`src/rtl/bc_rx_transfer_if.sv`:
```
// -----------------------------------------------------------------------------
// bc_rx_transfer_if
//
// Link-side bundle of the BC "RT -> BC" transfer engine: the word path to the
// Manchester encoder, the word path from the Manchester decoder, and the write
// port of the local 32x16 receive buffer.
//
// Handshake semantics (all signals synchronous to the engine clock):
//   tx_ready  one-cycle strobe from the engine; tx_data/tx_cd are valid in
//             that cycle and tx_data/tx_cd hold afterwards. There is no
//             back-pressure on the strobe itself: the engine only issues a word
//             when the encoder is known idle, and it tracks completion by
//             watching tx_busy go high and then low again.
//   rx_valid  one-cycle strobe from the decoder; rx_data/rx_cd/p_error are
//             valid only in that cycle. At most one word per cycle, and
//             back-to-back strobes are legal.
//   mem_we    one-cycle write strobe from the engine; mem_addr/mem_data are
//             valid in that cycle. The buffer always accepts the write.
//
// Modports:
//   master  the transfer engine (drives tx_*, mem_*; samples tx_busy, rx_*)
//   slave   encoder/decoder/buffer side (the opposite directions)
// -----------------------------------------------------------------------------
interface bc_rx_transfer_if;
  // Encoder side
  logic [15:0] tx_data;
  logic        tx_cd;
  logic        tx_ready;
  logic        tx_busy;
  // Decoder side
  logic [15:0] rx_data;
  logic        rx_cd;
  logic        rx_valid;
  logic        p_error;
  // Receive buffer write port
  logic [4:0]  mem_addr;
  logic [15:0] mem_data;
  logic        mem_we;

  modport master (
    output tx_data,
    output tx_cd,
    output tx_ready,
    input  tx_busy,
    input  rx_data,
    input  rx_cd,
    input  rx_valid,
    input  p_error,
    output mem_addr,
    output mem_data,
    output mem_we
  );

  modport slave (
    input  tx_data,
    input  tx_cd,
    input  tx_ready,
    output tx_busy,
    output rx_data,
    output rx_cd,
    output rx_valid,
    output p_error,
    input  mem_addr,
    input  mem_data,
    input  mem_we
  );
endinterface

```
`src/rtl/bc_rx_transfer.sv`:
```
// -----------------------------------------------------------------------------
// bc_rx_transfer
//
// Bus-controller side MKIO (GOST 52070) "RT -> BC" transfer engine. A start
// pulse latches the target RT address, subaddress and word count, sends a
// transmit command word, waits for the encoder to finish, then waits for the
// RT status word and stores the following data words into a 32x16 buffer.
//
// Ports:
//   clk          system clock, rising edge
//   reset_n      asynchronous active-low reset
//   start        one-cycle request, accepted only while idle (busy=0)
//   rt_addr      target RT address, latched on an accepted start
//   sub_addr     subaddress, latched on an accepted start
//   word_cnt     data word count (0 encodes 32), latched on an accepted start
//   link         encoder / decoder / buffer bundle (master side)
//   status_word  last status word received
//   busy         transaction in progress
//   done         one-cycle end-of-transaction pulse
//   err_timeout  no status word / data word inside the response window
//   err_parity   parity error on the status word or a data word
//   err_addr     status word carries a different RT address
//   err_format   command/status sync seen where a data word was expected
//   dbg_state    current FSM state (debug visibility)
//
// All outputs are registered: every output reflects the decision taken in the
// previous state, so mem_we follows the rx_valid cycle by one edge and done
// follows the last write / error detection by one edge.
// -----------------------------------------------------------------------------
module bc_rx_transfer #(
  parameter logic [15:0] RESP_TIMEOUT = 16'd200
) (
  input  logic                    clk,
  input  logic                    reset_n,
  input  logic                    start,
  input  logic [4:0]              rt_addr,
  input  logic [4:0]              sub_addr,
  input  logic [4:0]              word_cnt,
  bc_rx_transfer_if.master        link,
  output logic [15:0]             status_word,
  output logic                    busy,
  output logic                    done,
  output logic                    err_timeout,
  output logic                    err_parity,
  output logic                    err_addr,
  output logic                    err_format,
  output logic [2:0]              dbg_state
);

  typedef enum logic [2:0] {
    S_IDLE        = 3'd0,
    S_SEND_CMD    = 3'd1,
    S_WAIT_TX     = 3'd2,
    S_WAIT_STATUS = 3'd3,
    S_RX_DATA     = 3'd4,
    S_DONE        = 3'd5
  } state_e;

  state_e      state_q, state_d;

  // Latched transaction parameters
  logic [4:0]  rt_q, rt_d;
  logic [4:0]  sub_q, sub_d;
  logic [4:0]  wc_q, wc_d;
  logic [5:0]  n_q, n_d;            // effective word count, 1..32

  // Working counters
  logic [4:0]  idx_q, idx_d;        // buffer address of the next data word
  logic [15:0] timer_q, timer_d;    // silent cycles left in the response window
  logic        tx_seen_q, tx_seen_d;

  // Registered outputs
  logic [15:0] tx_data_q, tx_data_d;
  logic        tx_cd_q, tx_cd_d;
  logic        tx_ready_q, tx_ready_d;
  logic [4:0]  mem_addr_q, mem_addr_d;
  logic [15:0] mem_data_q, mem_data_d;
  logic        mem_we_q, mem_we_d;
  logic [15:0] status_q, status_d;
  logic        busy_q, busy_d;
  logic        done_q, done_d;
  logic        err_timeout_q, err_timeout_d;
  logic        err_parity_q, err_parity_d;
  logic        err_addr_q, err_addr_d;
  logic        err_format_q, err_format_d;

  logic        timer_expired;
  logic        last_word;

  // The timer is loaded with RESP_TIMEOUT and counts silent cycles down; it
  // expires on the cycle that would take it from 1 to 0, so the engine gives
  // up after exactly RESP_TIMEOUT silent cycles and done appears
  // RESP_TIMEOUT+1 edges after the window opened. A zero window expires on
  // the first silent cycle.
  assign timer_expired = (timer_q <= 16'd1);

  // n_q is never 0, so n_q - 1 does not wrap.
  assign last_word = ({1'b0, idx_q} == (n_q - 6'd1));

  // ---------------------------------------------------------------------------
  // State register
  // ---------------------------------------------------------------------------
  always_ff @(posedge clk or negedge reset_n) begin
    if (!reset_n) begin
      state_q <= S_IDLE;
    end else begin
      state_q <= state_d;
    end
  end

  // ---------------------------------------------------------------------------
  // Next state and next register values
  // ---------------------------------------------------------------------------
  always_comb begin
    state_d       = state_q;
    rt_d          = rt_q;
    sub_d         = sub_q;
    wc_d          = wc_q;
    n_d           = n_q;
    idx_d         = idx_q;
    timer_d       = timer_q;
    tx_seen_d     = tx_seen_q;
    tx_data_d     = tx_data_q;
    tx_cd_d       = tx_cd_q;
    tx_ready_d    = 1'b0;
    mem_addr_d    = mem_addr_q;
    mem_data_d    = mem_data_q;
    mem_we_d      = 1'b0;
    status_d      = status_q;
    busy_d        = busy_q;
    done_d        = 1'b0;
    err_timeout_d = err_timeout_q;
    err_parity_d  = err_parity_q;
    err_addr_d    = err_addr_q;
    err_format_d  = err_format_q;

    case (state_q)
      S_IDLE: begin
        if (start) begin
          rt_d          = rt_addr;
          sub_d         = sub_addr;
          wc_d          = word_cnt;
          n_d           = (word_cnt == 5'd0) ? 6'd32 : {1'b0, word_cnt};
          err_timeout_d = 1'b0;
          err_parity_d  = 1'b0;
          err_addr_d    = 1'b0;
          err_format_d  = 1'b0;
          busy_d        = 1'b1;
          state_d       = S_SEND_CMD;
        end
      end

      S_SEND_CMD: begin
        // Transmit command word: RT address, T/R=1 (RT transmits), subaddress,
        // raw word count field (0 stays 0 on the wire).
        tx_data_d  = {rt_q, 1'b1, sub_q, wc_q};
        tx_cd_d    = 1'b1;
        tx_ready_d = 1'b1;
        tx_seen_d  = 1'b0;
        state_d    = S_WAIT_TX;
      end

      S_WAIT_TX: begin
        // The response window opens only once the encoder has actually
        // started and then finished the command word.
        if (link.tx_busy) begin
          tx_seen_d = 1'b1;
        end else if (tx_seen_q) begin
          timer_d = RESP_TIMEOUT;
          idx_d   = 5'd0;
          state_d = S_WAIT_STATUS;
        end
      end

      S_WAIT_STATUS: begin
        // A data-sync word here is noise: it neither answers nor stops the
        // response window.
        if (link.rx_valid && link.rx_cd) begin
          status_d = link.rx_data;
          if (link.p_error) begin
            err_parity_d = 1'b1;
            state_d      = S_DONE;
          end else if (link.rx_data[15:11] != rt_q) begin
            err_addr_d = 1'b1;
            state_d    = S_DONE;
          end else begin
            timer_d = RESP_TIMEOUT;
            state_d = S_RX_DATA;
          end
        end else if (timer_expired) begin
          err_timeout_d = 1'b1;
          state_d       = S_DONE;
        end else begin
          timer_d = timer_q - 16'd1;
        end
      end

      S_RX_DATA: begin
        if (link.rx_valid) begin
          if (link.rx_cd) begin
            err_format_d = 1'b1;
            state_d      = S_DONE;
          end else begin
            // A word with bad parity is still stored so the host can inspect
            // it; the transfer then stops.
            mem_addr_d = idx_q;
            mem_data_d = link.rx_data;
            mem_we_d   = 1'b1;
            timer_d    = RESP_TIMEOUT;
            if (link.p_error) begin
              err_parity_d = 1'b1;
              state_d      = S_DONE;
            end else if (last_word) begin
              state_d = S_DONE;
            end else begin
              idx_d = idx_q + 5'd1;
            end
          end
        end else if (timer_expired) begin
          err_timeout_d = 1'b1;
          state_d       = S_DONE;
        end else begin
          timer_d = timer_q - 16'd1;
        end
      end

      S_DONE: begin
        done_d  = 1'b1;
        busy_d  = 1'b0;
        state_d = S_IDLE;
      end

      default: begin
        state_d = S_IDLE;
      end
    endcase
  end

  // ---------------------------------------------------------------------------
  // Datapath and output registers
  // ---------------------------------------------------------------------------
  always_ff @(posedge clk or negedge reset_n) begin
    if (!reset_n) begin
      rt_q          <= 5'd0;
      sub_q         <= 5'd0;
      wc_q          <= 5'd0;
      n_q           <= 6'd0;
      idx_q         <= 5'd0;
      timer_q       <= 16'd0;
      tx_seen_q     <= 1'b0;
      tx_data_q     <= 16'd0;
      tx_cd_q       <= 1'b0;
      tx_ready_q    <= 1'b0;
      mem_addr_q    <= 5'd0;
      mem_data_q    <= 16'd0;
      mem_we_q      <= 1'b0;
      status_q      <= 16'd0;
      busy_q        <= 1'b0;
      done_q        <= 1'b0;
      err_timeout_q <= 1'b0;
      err_parity_q  <= 1'b0;
      err_addr_q    <= 1'b0;
      err_format_q  <= 1'b0;
    end else begin
      rt_q          <= rt_d;
      sub_q         <= sub_d;
      wc_q          <= wc_d;
      n_q           <= n_d;
      idx_q         <= idx_d;
      timer_q       <= timer_d;
      tx_seen_q     <= tx_seen_d;
      tx_data_q     <= tx_data_d;
      tx_cd_q       <= tx_cd_d;
      tx_ready_q    <= tx_ready_d;
      mem_addr_q    <= mem_addr_d;
      mem_data_q    <= mem_data_d;
      mem_we_q      <= mem_we_d;
      status_q      <= status_d;
      busy_q        <= busy_d;
      done_q        <= done_d;
      err_timeout_q <= err_timeout_d;
      err_parity_q  <= err_parity_d;
      err_addr_q    <= err_addr_d;
      err_format_q  <= err_format_d;
    end
  end

  // ---------------------------------------------------------------------------
  // Output mapping
  // ---------------------------------------------------------------------------
  assign link.tx_data  = tx_data_q;
  assign link.tx_cd    = tx_cd_q;
  assign link.tx_ready = tx_ready_q;
  assign link.mem_addr = mem_addr_q;
  assign link.mem_data = mem_data_q;
  assign link.mem_we   = mem_we_q;

  assign status_word   = status_q;
  assign busy          = busy_q;
  assign done          = done_q;
  assign err_timeout   = err_timeout_q;
  assign err_parity    = err_parity_q;
  assign err_addr      = err_addr_q;
  assign err_format    = err_format_q;
  assign dbg_state     = state_q;

endmodule

```
`src/flat_wrapper.sv`:
```
// flat-port wrapper written by rule: the top's interface ports become plain ports
module bc_rx_transfer_flat 
#(
  parameter logic [15:0] RESP_TIMEOUT = 16'd200
)
  (clk, reset_n, start, rt_addr, sub_addr, word_cnt, status_word, busy, done, err_timeout, err_parity, err_addr, err_format, dbg_state, link_tx_data, link_tx_cd, link_tx_ready, link_tx_busy, link_rx_data, link_rx_cd, link_rx_valid, link_p_error, link_mem_addr, link_mem_data, link_mem_we);
  bc_rx_transfer_if link_i ();
  input  logic clk;
  input  logic reset_n;
  input  logic start;
  input  logic [4:0] rt_addr;
  input  logic [4:0] sub_addr;
  input  logic [4:0] word_cnt;
  output logic [15:0] status_word;
  output logic busy;
  output logic done;
  output logic err_timeout;
  output logic err_parity;
  output logic err_addr;
  output logic err_format;
  output logic [2:0] dbg_state;
  output wire logic [$bits(link_i.tx_data)-1:0] link_tx_data;
  output wire logic [$bits(link_i.tx_cd)-1:0] link_tx_cd;
  output wire logic [$bits(link_i.tx_ready)-1:0] link_tx_ready;
  input wire logic [$bits(link_i.tx_busy)-1:0] link_tx_busy;
  input wire logic [$bits(link_i.rx_data)-1:0] link_rx_data;
  input wire logic [$bits(link_i.rx_cd)-1:0] link_rx_cd;
  input wire logic [$bits(link_i.rx_valid)-1:0] link_rx_valid;
  input wire logic [$bits(link_i.p_error)-1:0] link_p_error;
  output wire logic [$bits(link_i.mem_addr)-1:0] link_mem_addr;
  output wire logic [$bits(link_i.mem_data)-1:0] link_mem_data;
  output wire logic [$bits(link_i.mem_we)-1:0] link_mem_we;
  assign link_tx_data = link_i.tx_data;
  assign link_tx_cd = link_i.tx_cd;
  assign link_tx_ready = link_i.tx_ready;
  assign link_i.tx_busy = link_tx_busy;
  assign link_i.rx_data = link_rx_data;
  assign link_i.rx_cd = link_rx_cd;
  assign link_i.rx_valid = link_rx_valid;
  assign link_i.p_error = link_p_error;
  assign link_mem_addr = link_i.mem_addr;
  assign link_mem_data = link_i.mem_data;
  assign link_mem_we = link_i.mem_we;
  bc_rx_transfer #(.RESP_TIMEOUT(RESP_TIMEOUT)) u_core (.clk(clk), .reset_n(reset_n), .start(start), .rt_addr(rt_addr), .sub_addr(sub_addr), .word_cnt(word_cnt), .link(link_i), .status_word(status_word), .busy(busy), .done(done), .err_timeout(err_timeout), .err_parity(err_parity), .err_addr(err_addr), .err_format(err_format), .dbg_state(dbg_state));
endmodule
```
`config.mk`:
```
export PLATFORM = sky130hd
export DESIGN_NAME = bc_rx_transfer_flat
export DESIGN_NICKNAME = d
export VERILOG_FILES = /design/src/rtl/bc_rx_transfer_if.sv /design/src/rtl/bc_rx_transfer.sv /design/src/flat_wrapper.sv
export SDC_FILE = /design/constraint.sdc
export NUM_CORES = 1
export LEC_CHECK = 0
export ABC_AREA = 0
export BUFFER_PORTS_ARGS = -buffer_cell sky130_fd_sc_hd__buf_4
export CAP_MARGIN = 20
export CORE_MARGIN = 2
export CORE_UTILIZATION = 54
export CTS_CLUSTER_DIAMETER = 150
export DETAILED_ROUTE_END_ITERATION = 6
export HOLD_SLACK_MARGIN = 0.06
export PLACE_DENSITY = 0.79
export SYNTH_ARGS = -nofsm -noshare
export SYNTH_HDL_FRONTEND = slang
export SYNTH_SLANG_ARGS = --single-unit
```
`constraint.sdc`:
```
create_clock -name clk -period 2.25 [get_ports clk]
set_input_delay 0.45 -clock clk [delete_from_list [all_inputs] [get_ports clk]]
set_output_delay 0.45 -clock clk [all_outputs]
set_load 0.05 [all_outputs]
```
==> impl_summary.log, run 1 <==
[metrics] Initial Utilization: 55.8%
[metrics] Worst setup SP type: flop
[metrics] average instance area after synthesis: 10.6 sq um
[metrics] worst relative slew slack: 59.9%
[metrics] Worst Hold Slack: 0.259 ns
[metrics] proportion of power drawn by flip-flops and latches: 35.7%
[metrics] unrepaired setup endpoints after global routing: no
[metrics] Crit Path Class: flop to flop
[metrics] via count of the first global-routing pass: 3968
[metrics] met1 global-route usage: 32.4%
[metrics] CTS Sinks: 107
[metrics] Data required, critical path: 2.51 ns
[metrics] hold wc startpoint: word_cnt[1]
[metrics] Clock Power Share: 12.7%
[metrics] arrival time at the worst endpoint: 2.41 ns
[metrics] cells along the critical path: inv_1 > ha_1 > o2111a_1 > nand3b_2 > o311a_1 > a211o_1
[metrics] post-DR wirelength/cell: 16.9 microns
[metrics] share of the synthesized area in the top cell type: 55.0%
[metrics] area used by multi-input combinational logic: 2050 sq um
[metrics] Via Count: 3921
[metrics] Worst R2R Path Depth: 6
[metrics] outcome: completed
[metrics] cell leakage power: 0.00301 uW
[metrics] height of the die: 98.9 microns
[metrics] delay of the slowest cell on the worst path: 0.44 ns
[metrics] layout cell share with drive strength beyond 1: 31.9%
[metrics] global-route wire length before repair: 19400 microns
[metrics] number of endpoints failing setup at the final stage: 0
[metrics] share of flip-flops with an asynchronous set or reset: 100%
[metrics] clock tree from TritonCTS: built
[metrics] power density over the cells: 1480 nW/um^2
[metrics] final core occ: 68.8%
[metrics] filler-free cell count of the finished design: 681
[metrics] Worst Max-Slew Pin Slew: 0.601 ns
[metrics] buffers added on ports: 102
[metrics] TritonCTS buffer count: 9
[metrics] most numerous cell types in the synthesized netlist: sky130_fd_sc_hd__nand2_1 (112), sky130_fd_sc_hd__dfrtp_1 (107), sky130_fd_sc_hd__mux2_2 (39)
[metrics] pre-CTS WS: 0.153 ns
[metrics] global route total overflow: 0
[metrics] Inst Count DP: 665
[metrics] Die Outline Area: 9780 sq um
[metrics] Min Clock Period, post-route: 2.15 ns
[metrics] share of the clock period used by the worst path: 95.7%
[metrics] top-count cell post-synth: sky130_fd_sc_hd__nand2_1
[metrics] CTS Buffer Depth: 2
[metrics] Largest delay share family, worst path: compound AO/OA/AOI/OAI gates
[metrics] largest fanout on the critical path: 8
[metrics] total half-perimeter wirelength after legalization and detailed placement: 8360 microns
[metrics] sequential element share of the synthesized area: 55.0%
[metrics] number of antenna violations at the first check in global routing: 0
[metrics] final-layout fill cell count: 671
[metrics] count of final hold-check violations: 0
[metrics] Endpoint, Worst Hold: u_core.n_q[5]$_DFFE_PN0P_
[metrics] post-route DRC violation count: 0
[metrics] H-tree levels: 3
[metrics] unique cell type count in the Yosys netlist: 63
[metrics] Switching Power: 4220 uW
[metrics] Cells after Synth: 457
[metrics] P_int: 4660 uW
[metrics] number of maximum-capacitance constraint violations: 0
[metrics] Ys Warns: 0
[metrics] grt met3 use: 4.54%
[metrics] average vias per placed instance: 5.76
[metrics] nets@finish: 611
[metrics] Root Buffer: sky130_fd_sc_hd__clkbuf_8
[metrics] count of state elements after synthesis: 107
[metrics] cell taking the most area after synthesis: sky130_fd_sc_hd__dfrtp_1
[metrics] worst-skew pair later-pin latency: 0.38 ns
[metrics] Worst setup EP type: flop
[metrics] core footprint: 8720 sq um
[metrics] Post-Syn Area: 4860 sq um
[metrics] final weighted congestion in routability-driven placement: 0.908
[metrics] Post-Route WL: 11500 microns
[metrics] count of buffers added by post-CTS timing repair for setup: 0
[metrics] Slowest cell on crit path: sky130_fd_sc_hd__dfrtp_1
[metrics] Buffers & Inverters on Critical Path: 1
[metrics] sequential standard cell area: 2680 sq um
[metrics] fraction of power consumed by combinational cells: 51.6%
[metrics] switching power as a share of total power: 47.5%
[metrics] worst r2r dst: u_core.timer_q[15]$_DFFE_PN0P_
[metrics] Worst R2R Start: u_core.timer_q[0]$_DFFE_PN0P_
[metrics] Antenna Diode Count: 0
[metrics] first drt pass iteration count: 4
[metrics] clock-pin transition on the worst setup and hold timing paths: 0.10 ns
[metrics] global routing usage summed across all routing layers: 24.7%
[metrics] Register-to-Register Setup Slack: 0.1 ns
[metrics] largest cells by area after synthesis: sky130_fd_sc_hd__dfrtp_1 (55%), sky130_fd_sc_hd__mux2_2 (9.0%), sky130_fd_sc_hd__nand2_1 (8.6%), sky130_fd_sc_hd__o21ai_0 (1.7%), sky130_fd_sc_hd__xnor2_1 (1.3%)
[metrics] max-slew violation count: 0
[metrics] peak supply drop: 826 uV
[metrics] most used routing layer: met2
[metrics] routing usage on met2: 41.8%
[metrics] number of violations reported at the end of detailed-routing iteration 0: 205
[metrics] number of flops mapped to enable cells by yosys: 0
[metrics] achievable clock frequency: 464 MHz
[metrics] top-level I/O count: 103
[metrics] worst-case clock skew: 0.0119 ns
[metrics] row count: 34
[metrics] cell depth of the worst hold path: 2
[metrics] post-route worst setup slack: 0.0966 ns
[metrics] Setup Total Neg Slack: 0 ns
[metrics] leading register cell type out of synthesis: sky130_fd_sc_hd__dfrtp_1
[metrics] class of the tightest hold or removal check: input port to flop
[metrics] post-synthesis net count: 499
[metrics] largest net degree at the start of global routing: 44
[metrics] Final ANT Viol Nets: 0
[metrics] signed area change from the synthesized netlist to the final layout: 23.3%
[metrics] width of the chip: 98.9 microns
==> cell type report <==
cell class	count	area share (%)
multi-input cells	318	34.2
flip-flops and latches	107	44.6
clock inverters	6	0.918
clock buffers	9	2.07
repair buffers	118	15.0
inverters	15	0.939
well taps	108	2.25
==> how the worst max path moves through the flow <==
stage                                          startpoint                                   end  slack, ns  cells past startpoint
final                       u_core.timer_q[0]$_DFFE_PN0P_        u_core.timer_q[15]$_DFFE_PN0P_        0.1                      6
after floorplan           u_core.dbg_state[2]$_DFFE_PN0P_  u_core.link.mem_data[10]$_DFFE_PN0P_       0.09                      7
after detailed placement    u_core.timer_q[5]$_DFFE_PN0P_        u_core.timer_q[15]$_DFFE_PN0P_       0.15                      5
after global placement                   link_rx_data[13]         u_core.timer_q[4]$_DFFE_PN0P_       0.20                      6
after global routing            u_core.n_q[0]$_DFFE_PN0P_           u_core.idx_q[0]$_DFFE_PN0P_      0.005                      7
after CTS                   u_core.timer_q[0]$_DFFE_PN0P_        u_core.timer_q[15]$_DFFE_PN0P_       0.13                      6
==> flip-flops by register name (all words and copies together) (netlist names), 3 cells and up <==
signal	flops
u_core.sub_q	5
u_core.status_word	16
u_core.wc_q	5
u_core.link.mem_addr	5
u_core.idx_q	5
u_core.link.tx_data	16
u_core.dbg_state	3
u_core.timer_q	16
u_core.n_q	6
u_core.link.mem_data	16
u_core.rt_q	5
==> metal layers <==
| layer | up-vias | wire, microns |
|---|---|---|
| met5 | - | 0 |
| met3 | 16 | 611 |
| met1 | 1962 | 4900 |
| li1 | 1822 | - |
| met4 | 0 | 217 |
| met2 | 121 | 5780 |
==> worst register-to-register path, delay by kind of cell (launching register included) <==
| family | cells | cell delay [ns] |
|---|---|---|
| flip-flops | 1 | 0.44 |
| AO/OA/AOI/OAI | 3 | 0.93 |
| AND/OR/NAND/NOR | 1 | 0.34 |
| adder cells (fa/ha/maj) | 1 | 0.25 |
| buffers and inverters | 1 | 0.07 |
==> logic make-up after synthesis <==
family | share of synthesized area, %
buf+inv | 2.85
flops | 55.0
xor+xnor | 1.98
fa+ha+maj | 1.03
compound gates | 11.8
simple gates | 17.8
mux | 9.44
==> repair_timing <==
item / CTS / global route
resized for setup: 0 / 0
hold buffers: 1 / 0
endpoints found under the hold margin: 25 / 0
==> placed cells by master, fill, tap and decap left out, types with 3 or more instances in the layout <==
cell                       netlist  final
sky130_fd_sc_hd__buf_4           2    116
sky130_fd_sc_hd__nand2_1       112    112
sky130_fd_sc_hd__dfrtp_1       107    107
sky130_fd_sc_hd__mux2_2         39     39
sky130_fd_sc_hd__o21ai_0        17     17
sky130_fd_sc_hd__nor2_1         16     16
sky130_fd_sc_hd__inv_1          15     15
sky130_fd_sc_hd__clkbuf_8        0      9
sky130_fd_sc_hd__nand3_1         8      8
sky130_fd_sc_hd__xnor2_1         7      7
sky130_fd_sc_hd__nor3_1          7      7
sky130_fd_sc_hd__and2_1          6      6
sky130_fd_sc_hd__nand2b_1        5      5
sky130_fd_sc_hd__a21oi_1         5      5
sky130_fd_sc_hd__a31oi_1         5      5
sky130_fd_sc_hd__nor4_1          5      5
sky130_fd_sc_hd__o211ai_1        5      5
sky130_fd_sc_hd__or3_1           5      5
sky130_fd_sc_hd__and3_1          4      4
sky130_fd_sc_hd__xor2_1          4      4
sky130_fd_sc_hd__a211o_1         4      4
sky130_fd_sc_hd__ha_1            4      4
sky130_fd_sc_hd__a211oi_1        3      3
sky130_fd_sc_hd__o21a_1          3      3
sky130_fd_sc_hd__o211a_1         3      3
sky130_fd_sc_hd__inv_6           0      3
==> power groups by stage <==
stage	sequential, uW	clock (uW)	combinational, uW
after global placement	3150	0	4490
after global routing	3270	1210	4910
after floorplan	4640	0	1730
after detailed placement	3200	0	4580
final	3170	1130	4590
after CTS	3160	1140	4610
==> per-stage QoR <==
stage,cell area [sq um],total power (uW)
floorplan,4860,6370
global placement,5810,7640
detailed placement,5810,7790
CTS,6000,8910
global route,6000,9390
finish,6000,8890
(Power assumes the default switching activity.)
==> run 2, diff against run 1 <==
==> constraint.sdc (replaced) <==
create_clock -name clk -period 2.25 [get_ports clk]
set_input_delay 0.1125 -clock clk [delete_from_list [all_inputs] [get_ports clk]]
set_output_delay 0.1125 -clock clk [all_outputs]
set_load 0.05 [all_outputs]
==> run 2 against run 1 <==
Compared with the run above:
- utilization grew 3.8 points
- die area did not move
- clock-buffer cell count up 1
- clock skew grew 0.00075 ns
- wire length rose by 2.2%
- register-to-register slack better by 0.04 ns
- sequential power barely moved
- global-route usage is 0.52 points higher
- worst hold slack lost 0.16 ns
- sequential cell count unchanged
- maximum frequency increased by 2.0%
- largest power group unchanged
==> impl_summary.log, run 2 (synthesis gave the netlist of run 1 again) <==
[metrics] Largest delay share family, worst path: simple AND/OR/NAND/NOR gates (was compound AO/OA/AOI/OAI gates)
[metrics] power density over the cells: 1420 nW/um^2 (was 1480 nW/um^2)
[metrics] global route total overflow: 0 (unchanged)
[metrics] H-tree levels: 3 (unchanged)
[metrics] cell depth of the worst hold path: 3 (was 2)
[metrics] first drt pass iteration count: 7 (was 4)
[metrics] top-level I/O count: 103 (unchanged)
[metrics] Inst Count DP: 664 (was 665)
[metrics] Worst Max-Slew Pin Slew: 0.566 ns (was 0.601 ns)
[metrics] count of final hold-check violations: 0 (unchanged)
[metrics] worst relative slew slack: 62.2% (was 59.9%)
[metrics] largest fanout on the critical path: 4 (was 8)
[metrics] number of antenna violations at the first check in global routing: 0 (unchanged)
[metrics] global routing usage summed across all routing layers: 25.3% (was 24.7%)
[metrics] layout cell share with drive strength beyond 1: 30.0% (was 31.9%)
[metrics] count of buffers added by post-CTS timing repair for setup: 0 (unchanged)
[metrics] Worst R2R Start: u_core.n_q[0]$_DFFE_PN0P_ (was u_core.timer_q[0]$_DFFE_PN0P_)
[metrics] Buffers & Inverters on Critical Path: 1 (unchanged)
[metrics] CTS Sinks: 107 (unchanged)
[metrics] Crit Path Class: flop to flop (unchanged)
[metrics] Setup Total Neg Slack: 0 ns (unchanged)
[metrics] Data required, critical path: 2.53 ns (was 2.51 ns)
[metrics] hold wc startpoint: link_rx_cd (was word_cnt[1])
[metrics] Antenna Diode Count: 0 (unchanged)
[metrics] row count: 34 (unchanged)
[metrics] delay of the slowest cell on the worst path: 0.44 ns (about the same)
[metrics] Via Count: 4024 (was 3921)
[metrics] nets@finish: 643 (was 611)
[metrics] Die Outline Area: 9780 sq um (unchanged)
[metrics] share of the clock period used by the worst path: 93.8% (was 95.7%)
[metrics] Min Clock Period, post-route: 2.11 ns (was 2.15 ns)
[metrics] peak supply drop: 756 uV (was 826 uV)
[metrics] clock-pin transition on the worst setup and hold timing paths: 0.10 ns (about the same)
[metrics] critical path startpoint: u_core.n_q[0]$_DFFE_PN0P_ (was u_core.timer_q[0]$_DFFE_PN0P_)
[metrics] cell leakage power: 0.00315 uW (was 0.00301 uW)
[metrics] height of the die: 98.9 microns (unchanged)
[metrics] CTS resizes: 0 (unchanged)
[metrics] clock tree from TritonCTS: built (unchanged)
[metrics] final weighted congestion in routability-driven placement: 0.904 (was 0.908)
[metrics] commonest cells after routing, fill and taps aside: sky130_fd_sc_hd__buf_4 (115), sky130_fd_sc_hd__nand2_1 (112), sky130_fd_sc_hd__dfrtp_1 (107) (was sky130_fd_sc_hd__buf_4 (116), sky130_fd_sc_hd__nand2_1 (112), sky130_fd_sc_hd__dfrtp_1 (107))
[metrics] global-route wire length before repair: 19800 microns (was 19400 microns)
[metrics] post-route DRC violation count: 0 (unchanged)
[metrics] width of the chip: 98.9 microns (unchanged)
[metrics] core footprint: 8720 sq um (unchanged)
[metrics] unrepaired setup endpoints after global routing: no (unchanged)
[metrics] cells along the critical path: inv_1 > ha_1 > xor2_1 > o211ai_1 > or3_1 > o21ai_1 > mux2i_1 (was inv_1 > ha_1 > o2111a_1 > nand3b_2 > o311a_1 > a211o_1)
[metrics] total half-perimeter wirelength after legalization and detailed placement: 8100 microns (was 8360 microns)
[metrics] via count of the first global-routing pass: 4092 (was 3968)
[metrics] Final ANT Viol Nets: 0 (unchanged)
[metrics] number of violations reported at the end of detailed-routing iteration 0: 156 (was 205)
[metrics] Endpoint, Worst Hold: u_core.err_format$_DFFE_PN0P_ (was u_core.n_q[5]$_DFFE_PN0P_)
[metrics] Worst setup SP type: flop (unchanged)
[metrics] Worst setup EP type: flop (unchanged)
[metrics] largest net degree at the start of global routing: 60 (was 44)
[metrics] Worst R2R Path Depth: 7 (was 6)
[metrics] Root Buffer: sky130_fd_sc_hd__clkbuf_8 (unchanged)
[metrics] Register-to-Register Setup Slack: 0.14 ns (was 0.1 ns)
[metrics] arrival time at the worst endpoint: 2.39 ns (was 2.41 ns)
[metrics] class of the tightest hold or removal check: input port to flop (unchanged)
[metrics] CTS Buffer Depth: 2 (unchanged)
[metrics] worst-skew pair later-pin latency: 0.37 ns (was 0.38 ns)
[metrics] Post-Route WL: 11800 microns (was 11500 microns)
[metrics] achievable clock frequency: 474 MHz (was 464 MHz)
[metrics] signed area change from the synthesized netlist to the final layout: 30.0% (was 23.3%)
[metrics] PnR Total Power: 8960 uW (was 8890 uW)
[metrics] filler-free cell count of the finished design: 714 (was 681)
[metrics] worst r2r dst: u_core.idx_q[0]$_DFFE_PN0P_ (was u_core.timer_q[15]$_DFFE_PN0P_)
[metrics] max-slew violation count: 0 (unchanged)
[metrics] most common library cell in the layout ignoring fill and taps: sky130_fd_sc_hd__buf_4 (unchanged)
[metrics] final core occ: 72.5% (was 68.8%)
[metrics] outcome: completed (unchanged)
[metrics] worst-case clock skew: 0.0127 ns (was 0.0119 ns)
[metrics] Slowest cell on crit path: sky130_fd_sc_hd__or3_1 (was sky130_fd_sc_hd__dfrtp_1)
[metrics] number of maximum-capacitance constraint violations: 0 (unchanged)
[metrics] average vias per placed instance: 5.64 (was 5.76)
[metrics] post-DR wirelength/cell: 16.5 microns (was 16.9 microns)
[metrics] buffers added on ports: 102 (unchanged)
[metrics] number of endpoints failing setup at the final stage: 0 (unchanged)
[metrics] TritonCTS buffer count: 9 (unchanged)
[metrics] Initial Utilization: 55.8% (unchanged)
==> run 2: repair_timing <==
item / CTS / global route
hold buffers: 34 / 0
endpoints found under the setup margin: 0 / 0
endpoints found under the hold margin: 82 / 0
==> run 2: worst max-delay path by stage <==
stage / to / slack, ns / depth (start not counted)
after global routing: u_core.idx_q[0]$_DFFE_PN0P_ / 0.03 / 7
after CTS: u_core.idx_q[0]$_DFFE_PN0P_ / 0.15 / 7
after global placement: u_core.idx_q[2]$_DFFE_PN0P_ / 0.28 / 7
after floorplan: u_core.link.mem_data[10]$_DFFE_PN0P_ / 0.09 / 7
after detailed placement: u_core.idx_q[0]$_DFFE_PN0P_ / 0.18 / 7
final: u_core.idx_q[0]$_DFFE_PN0P_ / 0.14 / 7
==> run 2: tightest hold or removal path, cell delays in order <==
cell and delay, ns:
sky130_fd_sc_hd__buf_4 0.13, sky130_fd_sc_hd__nand2_1 0.09, sky130_fd_sc_hd__o21ai_0 0.08
==> run 2: final cells by class <==
| class | instances | area (sq um) |
|---|---|---|
| clock inverters | 6 | 56.3 |
| multi-input cells | 318 | 2050 |
| clock buffers | 10 | 128 |
| flip-flops and latches | 107 | 2680 |
| fillers | 607 | 2400 |
| repair buffers | 150 | 1220 |
| well taps | 108 | 135 |
| inverters | 15 | 56.3 |
==> run 2: where the power goes <==
group / switching (uW) / total (uW) / internal, uW / leakage (uW)
Sequential: 542 / 3180 / 2640 / 0.00136
Combinational: 3010 / 4670 / 1660 / 0.00170
Clock: 686 / 1110 / 427 / 0.0000909
Total: 4240 / 8960 / 4720 / 0.00315
==> run 2: per-layer routing <==
layer	vias up	share of wire [%]	track usage (%)
met4	0	2.0	8.22
met3	24	6.1	5.32
li1	1899	-	-
met5	-	0	0
met2	148	51	42.6
met1	1953	41	32.8
==> run 2: stage by stage <==
step	setup WS [ns]	hold slack (ns)	instance area (sq um)
after floorplan	0.0861	-0.183	4860
after global placement	0.278	0.0655	5800
after detailed placement	0.178	0.0641	5800
after CTS	0.149	0.0919	6320
after global routing	0.0266	0.0945	6320
final	0.139	0.101	6320
